<file path="config.mk">
export PLATFORM = sky130hd
export DESIGN_NAME = fft_stage3_out
export DESIGN_NICKNAME = d
export VERILOG_FILES = /design/src/rtl/fft_pkg.sv /design/src/rtl/fft_bfly2.sv /design/src/rtl/fft_stage3_out.sv
export SDC_FILE = /design/constraint.sdc
export NUM_CORES = 1
export LEC_CHECK = 0
export ABC_AREA = 1
export CAP_MARGIN = 30
export CORE_ASPECT_RATIO = 1.75
export CORE_MARGIN = 1
export CORE_UTILIZATION = 53
export DETAILED_ROUTE_END_ITERATION = 7
export PLACE_DENSITY = 0.75
export SYNTH_ARGS = -nofsm -noshare
export SYNTH_HDL_FRONTEND = slang
export SYNTH_SLANG_ARGS = --single-unit
</file>
<file path="constraint.sdc">
create_clock -name CLK -period 1.8 [get_ports CLK]
set_input_delay 0.54 -clock CLK [delete_from_list [all_inputs] [get_ports CLK]]
set_output_delay 0.54 -clock CLK [all_outputs]
set_load 0.005 [all_outputs]
</file>
<file path="src/rtl/fft_pkg.sv">
// Shared constants, types and helpers for the 8-point FFT pipeline.
package fft_pkg;

  localparam int FFT_N      = 8;
  localparam int FFT_DATA_W = 12;
  localparam int FFT_IDX_W  = 3;

  // Stage-2 words are Q7.5; the final halving makes the output Q8.4.
  localparam int STAGE2_INT_W  = 7;
  localparam int STAGE2_FRAC_W = 5;
  localparam int STAGE3_INT_W  = 8;
  localparam int STAGE3_FRAC_W = 4;

  typedef struct packed {
    logic signed [FFT_DATA_W-1:0] re;
    logic signed [FFT_DATA_W-1:0] im;
  } cplx_t;

  typedef enum logic {
    ST_IDLE,
    ST_STREAM
  } s3_state_t;

  function automatic logic [FFT_IDX_W-1:0] bitrev3(input logic [FFT_IDX_W-1:0] k);
    return {k[0], k[1], k[2]};
  endfunction

endpackage

</file>
<file path="src/rtl/fft_bfly2.sv">
// Radix-2 butterfly with W^0 twiddle and 1/2 scaling on a complex pair.
// Define FFT_STAGE3_ROUND_EN for round-half-up instead of truncation.
module fft_bfly2 #(
  parameter int DATA_W = 12
) (
  input  logic signed [DATA_W-1:0] a_re_i,
  input  logic signed [DATA_W-1:0] a_im_i,
  input  logic signed [DATA_W-1:0] b_re_i,
  input  logic signed [DATA_W-1:0] b_im_i,
  output logic signed [DATA_W-1:0] sum_re_o,
  output logic signed [DATA_W-1:0] sum_im_o,
  output logic signed [DATA_W-1:0] diff_re_o,
  output logic signed [DATA_W-1:0] diff_im_o
);

  logic signed [DATA_W:0] aReExt, aImExt, bReExt, bImExt;
  logic signed [DATA_W:0] sumRe, sumIm, diffRe, diffIm;

  assign aReExt = {a_re_i[DATA_W-1], a_re_i};
  assign aImExt = {a_im_i[DATA_W-1], a_im_i};
  assign bReExt = {b_re_i[DATA_W-1], b_re_i};
  assign bImExt = {b_im_i[DATA_W-1], b_im_i};

`ifdef FFT_STAGE3_ROUND_EN
  localparam logic signed [DATA_W:0] RND_ONE = 1;
  assign sumRe  = aReExt + bReExt + RND_ONE;
  assign sumIm  = aImExt + bImExt + RND_ONE;
  assign diffRe = aReExt - bReExt + RND_ONE;
  assign diffIm = aImExt - bImExt + RND_ONE;
`else
  assign sumRe  = aReExt + bReExt;
  assign sumIm  = aImExt + bImExt;
  assign diffRe = aReExt - bReExt;
  assign diffIm = aImExt - bImExt;
`endif

  // Dropping the LSB of the widened result is the arithmetic shift by one.
  assign sum_re_o  = sumRe[DATA_W:1];
  assign sum_im_o  = sumIm[DATA_W:1];
  assign diff_re_o = diffRe[DATA_W:1];
  assign diff_im_o = diffIm[DATA_W:1];

endmodule

</file>
<file path="src/rtl/fft_stage3_out.sv">
// Final DIF butterfly stage of the 8-point FFT; buffers the frame and streams
// bins in natural order over valid/ready. Rounding mode: FFT_STAGE3_ROUND_EN.
module fft_stage3_out
  import fft_pkg::*;
#(
  parameter int DATA_W = FFT_DATA_W,
  parameter int NPTS   = FFT_N
) (
  input  logic                     CLK,
  input  logic                     nRESET,
  input  logic                     stage2_done,
  input  logic signed [DATA_W-1:0] x_stage2_real  [0:NPTS-1],
  input  logic signed [DATA_W-1:0] x_stage2_image [0:NPTS-1],
  output logic                     out_valid,
  input  logic                     out_ready,
  output logic signed [DATA_W-1:0] out_real,
  output logic signed [DATA_W-1:0] out_image,
  output logic [2:0]               out_index,
  output logic                     out_last,
  output logic                     busy,
  output logic                     overrun,
  output logic                     stage3_done
);

  logic signed [DATA_W-1:0] yRe [0:NPTS-1];
  logic signed [DATA_W-1:0] yIm [0:NPTS-1];

  for (genvar m = 0; m < NPTS / 2; m++) begin : g_bfly
    fft_bfly2 #(.DATA_W(DATA_W)) u_bfly (
      .a_re_i    (x_stage2_real[2*m]),
      .a_im_i    (x_stage2_image[2*m]),
      .b_re_i    (x_stage2_real[2*m+1]),
      .b_im_i    (x_stage2_image[2*m+1]),
      .sum_re_o  (yRe[2*m]),
      .sum_im_o  (yIm[2*m]),
      .diff_re_o (yRe[2*m+1]),
      .diff_im_o (yIm[2*m+1])
    );
  end

  s3_state_t                state_q;
  logic signed [DATA_W-1:0] bufRe_q [0:NPTS-1];
  logic signed [DATA_W-1:0] bufIm_q [0:NPTS-1];
  logic signed [DATA_W-1:0] outRe_q, outIm_q;
  logic [2:0]               outIndex_q;
  logic [2:0]               nextIndex_d;
  logic                     outValid_q, outLast_q, overrun_q, done_q;

  assign nextIndex_d = outIndex_q + 3'd1;

  // Outputs are registered and preloaded with the next bin on each handshake,
  // so they stay stable while the consumer stalls.
  always_ff @(posedge CLK or negedge nRESET) begin
    if (!nRESET) begin
      state_q    <= ST_IDLE;
      outRe_q    <= '0;
      outIm_q    <= '0;
      outIndex_q <= '0;
      outValid_q <= 1'b0;
      outLast_q  <= 1'b0;
      overrun_q  <= 1'b0;
      done_q     <= 1'b0;
      for (int i = 0; i < NPTS; i++) begin
        bufRe_q[i] <= '0;
        bufIm_q[i] <= '0;
      end
    end else begin
      overrun_q <= 1'b0;
      done_q    <= 1'b0;
      case (state_q)
        ST_IDLE: begin
          if (stage2_done) begin
            for (int i = 0; i < NPTS; i++) begin
              bufRe_q[i] <= yRe[i];
              bufIm_q[i] <= yIm[i];
            end
            outRe_q    <= yRe[0];
            outIm_q    <= yIm[0];
            outIndex_q <= '0;
            outValid_q <= 1'b1;
            outLast_q  <= 1'b0;
            state_q    <= ST_STREAM;
          end
        end
        ST_STREAM: begin
          if (stage2_done) begin
            overrun_q <= 1'b1;
          end
          if (out_ready) begin
            if (outIndex_q == 3'd7) begin
              outValid_q <= 1'b0;
              outLast_q  <= 1'b0;
              done_q     <= 1'b1;
              state_q    <= ST_IDLE;
            end else begin
              outIndex_q <= nextIndex_d;
              outRe_q    <= bufRe_q[bitrev3(nextIndex_d)];
              outIm_q    <= bufIm_q[bitrev3(nextIndex_d)];
              outLast_q  <= (nextIndex_d == 3'd7);
            end
          end
        end
        default: state_q <= ST_IDLE;
      endcase
    end
  end

  assign out_valid   = outValid_q;
  assign out_real    = outRe_q;
  assign out_image   = outIm_q;
  assign out_index   = outIndex_q;
  assign out_last    = outLast_q;
  assign busy        = (state_q == ST_STREAM);
  assign overrun     = overrun_q;
  assign stage3_done = done_q;

endmodule

</file>
==> run summary <==
Among all stages on the critical path, the largest delay is contributed by sky130_fd_sc_hd__dfrtp_1. Compared with the post-synthesis result, the final layout area differs by 55.1%. The tightest min-delay check is of the primary input to asynchronous set/reset pin type. Of all nets on the critical path, the largest fanout is 7.

The multi-input combinational cells in the finished layout cover a total of 15500 um2. The post-synthesis net count is 3395, and the number of inserted filler cells in the final layout is 2305. OpenSTA, run right after detailed placement, puts the worst setup slack at -0.840 ns. Total power for the finished layout comes to 37.6 mW. Data arrives at the worst endpoint at 2.62 ns. Setup repair after global routing could not meet its margin everywhere. The count of final max-slew check failures was 0; the share of the clock period used by the worst path after layout was 1.20. No sink is reached through more buffers than the 3 on the longest clock path.

The congestion estimate from routability-driven global placement came to 1.02. The clock period minus worst slack works out to 2.15 ns. TritonCTS built the clock tree. The logs give 2.27 ns for the required time of the worst setup path and 46 for the number of endpoints failing setup at the final stage. The tools report the final net count as 4047. The sequential cell area fraction in the yosys report is 0.282, and the finished layout cell area is 30900 um2. The placed instances occupy a cell area of 25800 um2.

The worst setup path is captured at a register. The wire length per cell after detailed routing is 18.9 um, and the initial antenna violation count is 1. The library cell used as clock root buffer was sky130_fd_sc_hd__clkbuf_16. In this run the standard cell core region covers 36900 um2. Buffers placed on the I/O ports in this run total 227. The leakage power is 15.8 nW.

The pre-antenna-repair detailed-routing pass consisted of 6 iterations. Summing all flip-flop and latch instances after layout gives 5610 um2. The cell type group with the largest total delay on the critical path was adder cells. The number of different library cells used by synthesis comes to 41.

Using the TritonRoute via totals, the vias-per-cell ratio works out to 5.76. For the pin with the worst max-slew slack, the measured transition is 0.465 ns. The area share of the leading cell type in the synthesized netlist works out to 0.282. In this run the count of I/O pins placed on the die edge is 228. From left edge to right edge, the die measures 148 um.

Summing every instance area after synthesis gives 19900 um2. Counting both buffers and inverters, the worst setup path holds a total of 3. The tools report the clock skew after layout as 0.0145 ns. The run gives 0.365 as the overall fraction of global-route tracks in use. The run finished, with violations left. For the worst-skew pair, the clock arrives at the later sink with an insertion delay of 0.54 ns. The initial core utilization came out at 0.539.

The delay of the slowest critical-path stage is 0.40 ns, and the number of rows in the core area is 93. Summed over all instances, the cell type with the most area after synthesis is sky130_fd_sc_hd__dfrtp_1. The wire-length estimate of the detail-placed layout is 54100 um. Counting every sink on the clock net gives 224. The tools report the deepest level of the CTS H-tree as 1. Across the VDD grid, the largest voltage drop is 0.00110 V. Summing over every cut layer, the via total after detailed routing is 23882. The die covers 38300 um2. The first global-routing pass estimated 112000 um of wire. The post-layout worst setup margin was -0.353 ns; the number of nets with antenna violations after routing was 0.

In the post-synthesis netlist, the biggest area contributors are sky130_fd_sc_hd__dfrtp_1 28%, sky130_fd_sc_hd__nand2_1 16%, sky130_fd_sc_hd__ha_1 11%, sky130_fd_sc_hd__o21ai_0 7.1%, sky130_fd_sc_hd__inv_1 6.8%. Entering global routing, the biggest net connects 93 pins. The die height was 258 um. The power density over the cells came out at 1220 nW/um2. For the final hold violation count, the log shows 0.

In this run, CTS created clock tree buffers numbering 22. The normalized max-slew margin is 0.689. The critical path class was register to register. Timing would allow up to 464 MHz. The checks that failed: negative setup slack. STA classifies the critical path startpoint as a register. Counting every instance in the synthesized netlist gives 3004. The global route total overflow was 0.

Synthesis inferred 224 register bits. In the routed design, unresolved DRC markers number 0. The signal on the critical path passes through ha_2 > ha_4 > buf_12 > buf_6 > buf_6 > o21ai_2 > o22ai_1 > nand2_1 > nand2_2 > nor2_1 > a21boi_1. After clock tree synthesis, the clock-pin slew on the worst setup and hold paths is 0.07 ns. The tool flagged a number of max-cap violations equal to 0. The cell with the most instances on the worst path is sky130_fd_sc_hd__buf_6. Wires add up to 78500 um. During synthesis, Yosys emitted a total of 0 warnings. The run gives 1791 as the initial DRC count.

For the number of global-route vias before repair, the log shows 22740. The ratio of cells with drive above 1 in the final layout is 0.346, and the per-instance average area after synthesis is 6.62 um2.
==> per-layer routing <==
layer | up-vias | wire [um] | share of wire | GRT usage
met5 | - | 0 | 0 | 0
met4 | 0 | 5870 | 0.075 | 0.209
met3 | 392 | 4720 | 0.060 | 0.0305
met2 | 1180 | 40500 | 0.52 | 0.682
met1 | 11315 | 27400 | 0.35 | 0.397
li1 | 10995 | - | - | -
==> logic make-up after synthesis <==
group,synth area share
flip-flops,0.282
AO/OA/AOI/OAI,0.145
buffers and inverters,0.106
adder cells (fa/ha/maj),0.129
AND/OR/NAND/NOR,0.303
XOR/XNOR,0.0357
==> report_power, final <==
group	switching, mW	internal (mW)
logic	13.2	10.4
registers	1.72	7.35
clock network	2.18	2.79
total	17.1	20.5
==> layout make-up <==
class / instances / area share
diodes: 2 / 0.000162
well taps: 475 / 0.0193
inverters: 364 / 0.0453
flip-flops and latches: 224 / 0.182
repair buffers: 765 / 0.228
clock inverters: 12 / 0.00478
multi-input cells: 2279 / 0.501
clock buffers: 28 / 0.0202
==> synth_stat cells, drive strengths merged <==
cell	count
nand2	862
inv	364
o21ai	298
nor2	276
nand3	226
dfrtp	224
ha	179
a21oi	144
buf	111
xor2	81
nor3	41
a31oi	35
nand4	32
clkbuf	26
o22ai	25
fa	16
o21bai	15
or2	14
nand3b	13
o211ai	8
o21a	4
a21boi	3
a21o	2
a2bb2oi	1
a32o	1
nor4	1
o31ai	1
o32ai	1
==> sequential cells by signal, indices dropped and copies added (netlist names) <==
register	cells
out_index	3
out_image	12
overrun	1
out_real	12
bufIm_q	96
stage3_done	1
out_valid	1
bufRe_q	96
out_last	1
busy	1
==> layout by cell type, fill, tap and decap left out, types with 72 or more instances in the layout <==
cell                                n
sky130_fd_sc_hd__dfrtp_1          223
sky130_fd_sc_hd__o21ai_0          144
sky130_fd_sc_hd__inv_2             77
sky130_fd_sc_hd__nand2_2          123
sky130_fd_sc_hd__clkdlybuf4s50_1   81
sky130_fd_sc_hd__nand3_1          176
sky130_fd_sc_hd__ha_4              82
sky130_fd_sc_hd__o21ai_1           96
sky130_fd_sc_hd__nor2_1           177
sky130_fd_sc_hd__dlymetal6s2s_1   103
sky130_fd_sc_hd__a21oi_2           72
sky130_fd_sc_hd__buf_4            485
sky130_fd_sc_hd__ha_1              91
sky130_fd_sc_hd__xor2_1            72
sky130_fd_sc_hd__nand2_1          732
sky130_fd_sc_hd__inv_1            276
==> timing repair <==
| item | 4_1_cts | 5_1_grt |
|---|---|---|
| resized for setup | 397 | 712 |
| pin swaps | 40 | 274 |
| gates cloned | 2 | 6 |
| endpoints found under the setup margin | 197 | 165 |
| setup buffers | 23 | 35 |
| hold endpoints to repair | 13 | 0 |
| hold buffers | 1 | 0 |
==> through the flow <==
stage	util	setup TNS [ns]	hold slack (ns)	std cells
3_5_place_dp	0.701	-126.57	0.379	4045
3_3_place_gp	0.701	-118.48	0.380	4045
6_report	0.837	-7.17	0.405	4149
5_1_grt	0.836	-11.24	0.433	4147
2_1_floorplan	-	0	0.244	3004
4_1_cts	0.763	-4.21	0.405	4109
==> final timing paths <==
kind	from	end	slack (ns)	cells after the start
setup / recovery	out_index[0]	out_real[9]	-0.35	11
hold / removal	nRESET	bufIm_q[27]	0.41	2
setup reg to reg	out_index[0]	out_real[9]	-0.35	11
hold reg to reg	bufIm_q[18]	bufIm_q[18]	0.48	2
max in group asynchronous	nRESET	bufIm_q[76]	0.80	3
min in group CLK	bufIm_q[18]	bufIm_q[18]	0.48	2
==> worst reg2reg max path, cell delays in order (launching register included) <==
cell and delay [ns]:
sky130_fd_sc_hd__dfrtp_1 0.40, sky130_fd_sc_hd__ha_2 0.21, sky130_fd_sc_hd__ha_4 0.39, sky130_fd_sc_hd__buf_12 0.19, sky130_fd_sc_hd__buf_6 0.11, sky130_fd_sc_hd__buf_6 0.10
sky130_fd_sc_hd__o21ai_2 0.06, sky130_fd_sc_hd__o22ai_1 0.22, sky130_fd_sc_hd__nand2_1 0.13, sky130_fd_sc_hd__nand2_2 0.10, sky130_fd_sc_hd__nor2_1 0.05, sky130_fd_sc_hd__a21boi_1 0.13
No activity file was read; power rests on OpenSTA's default activity.
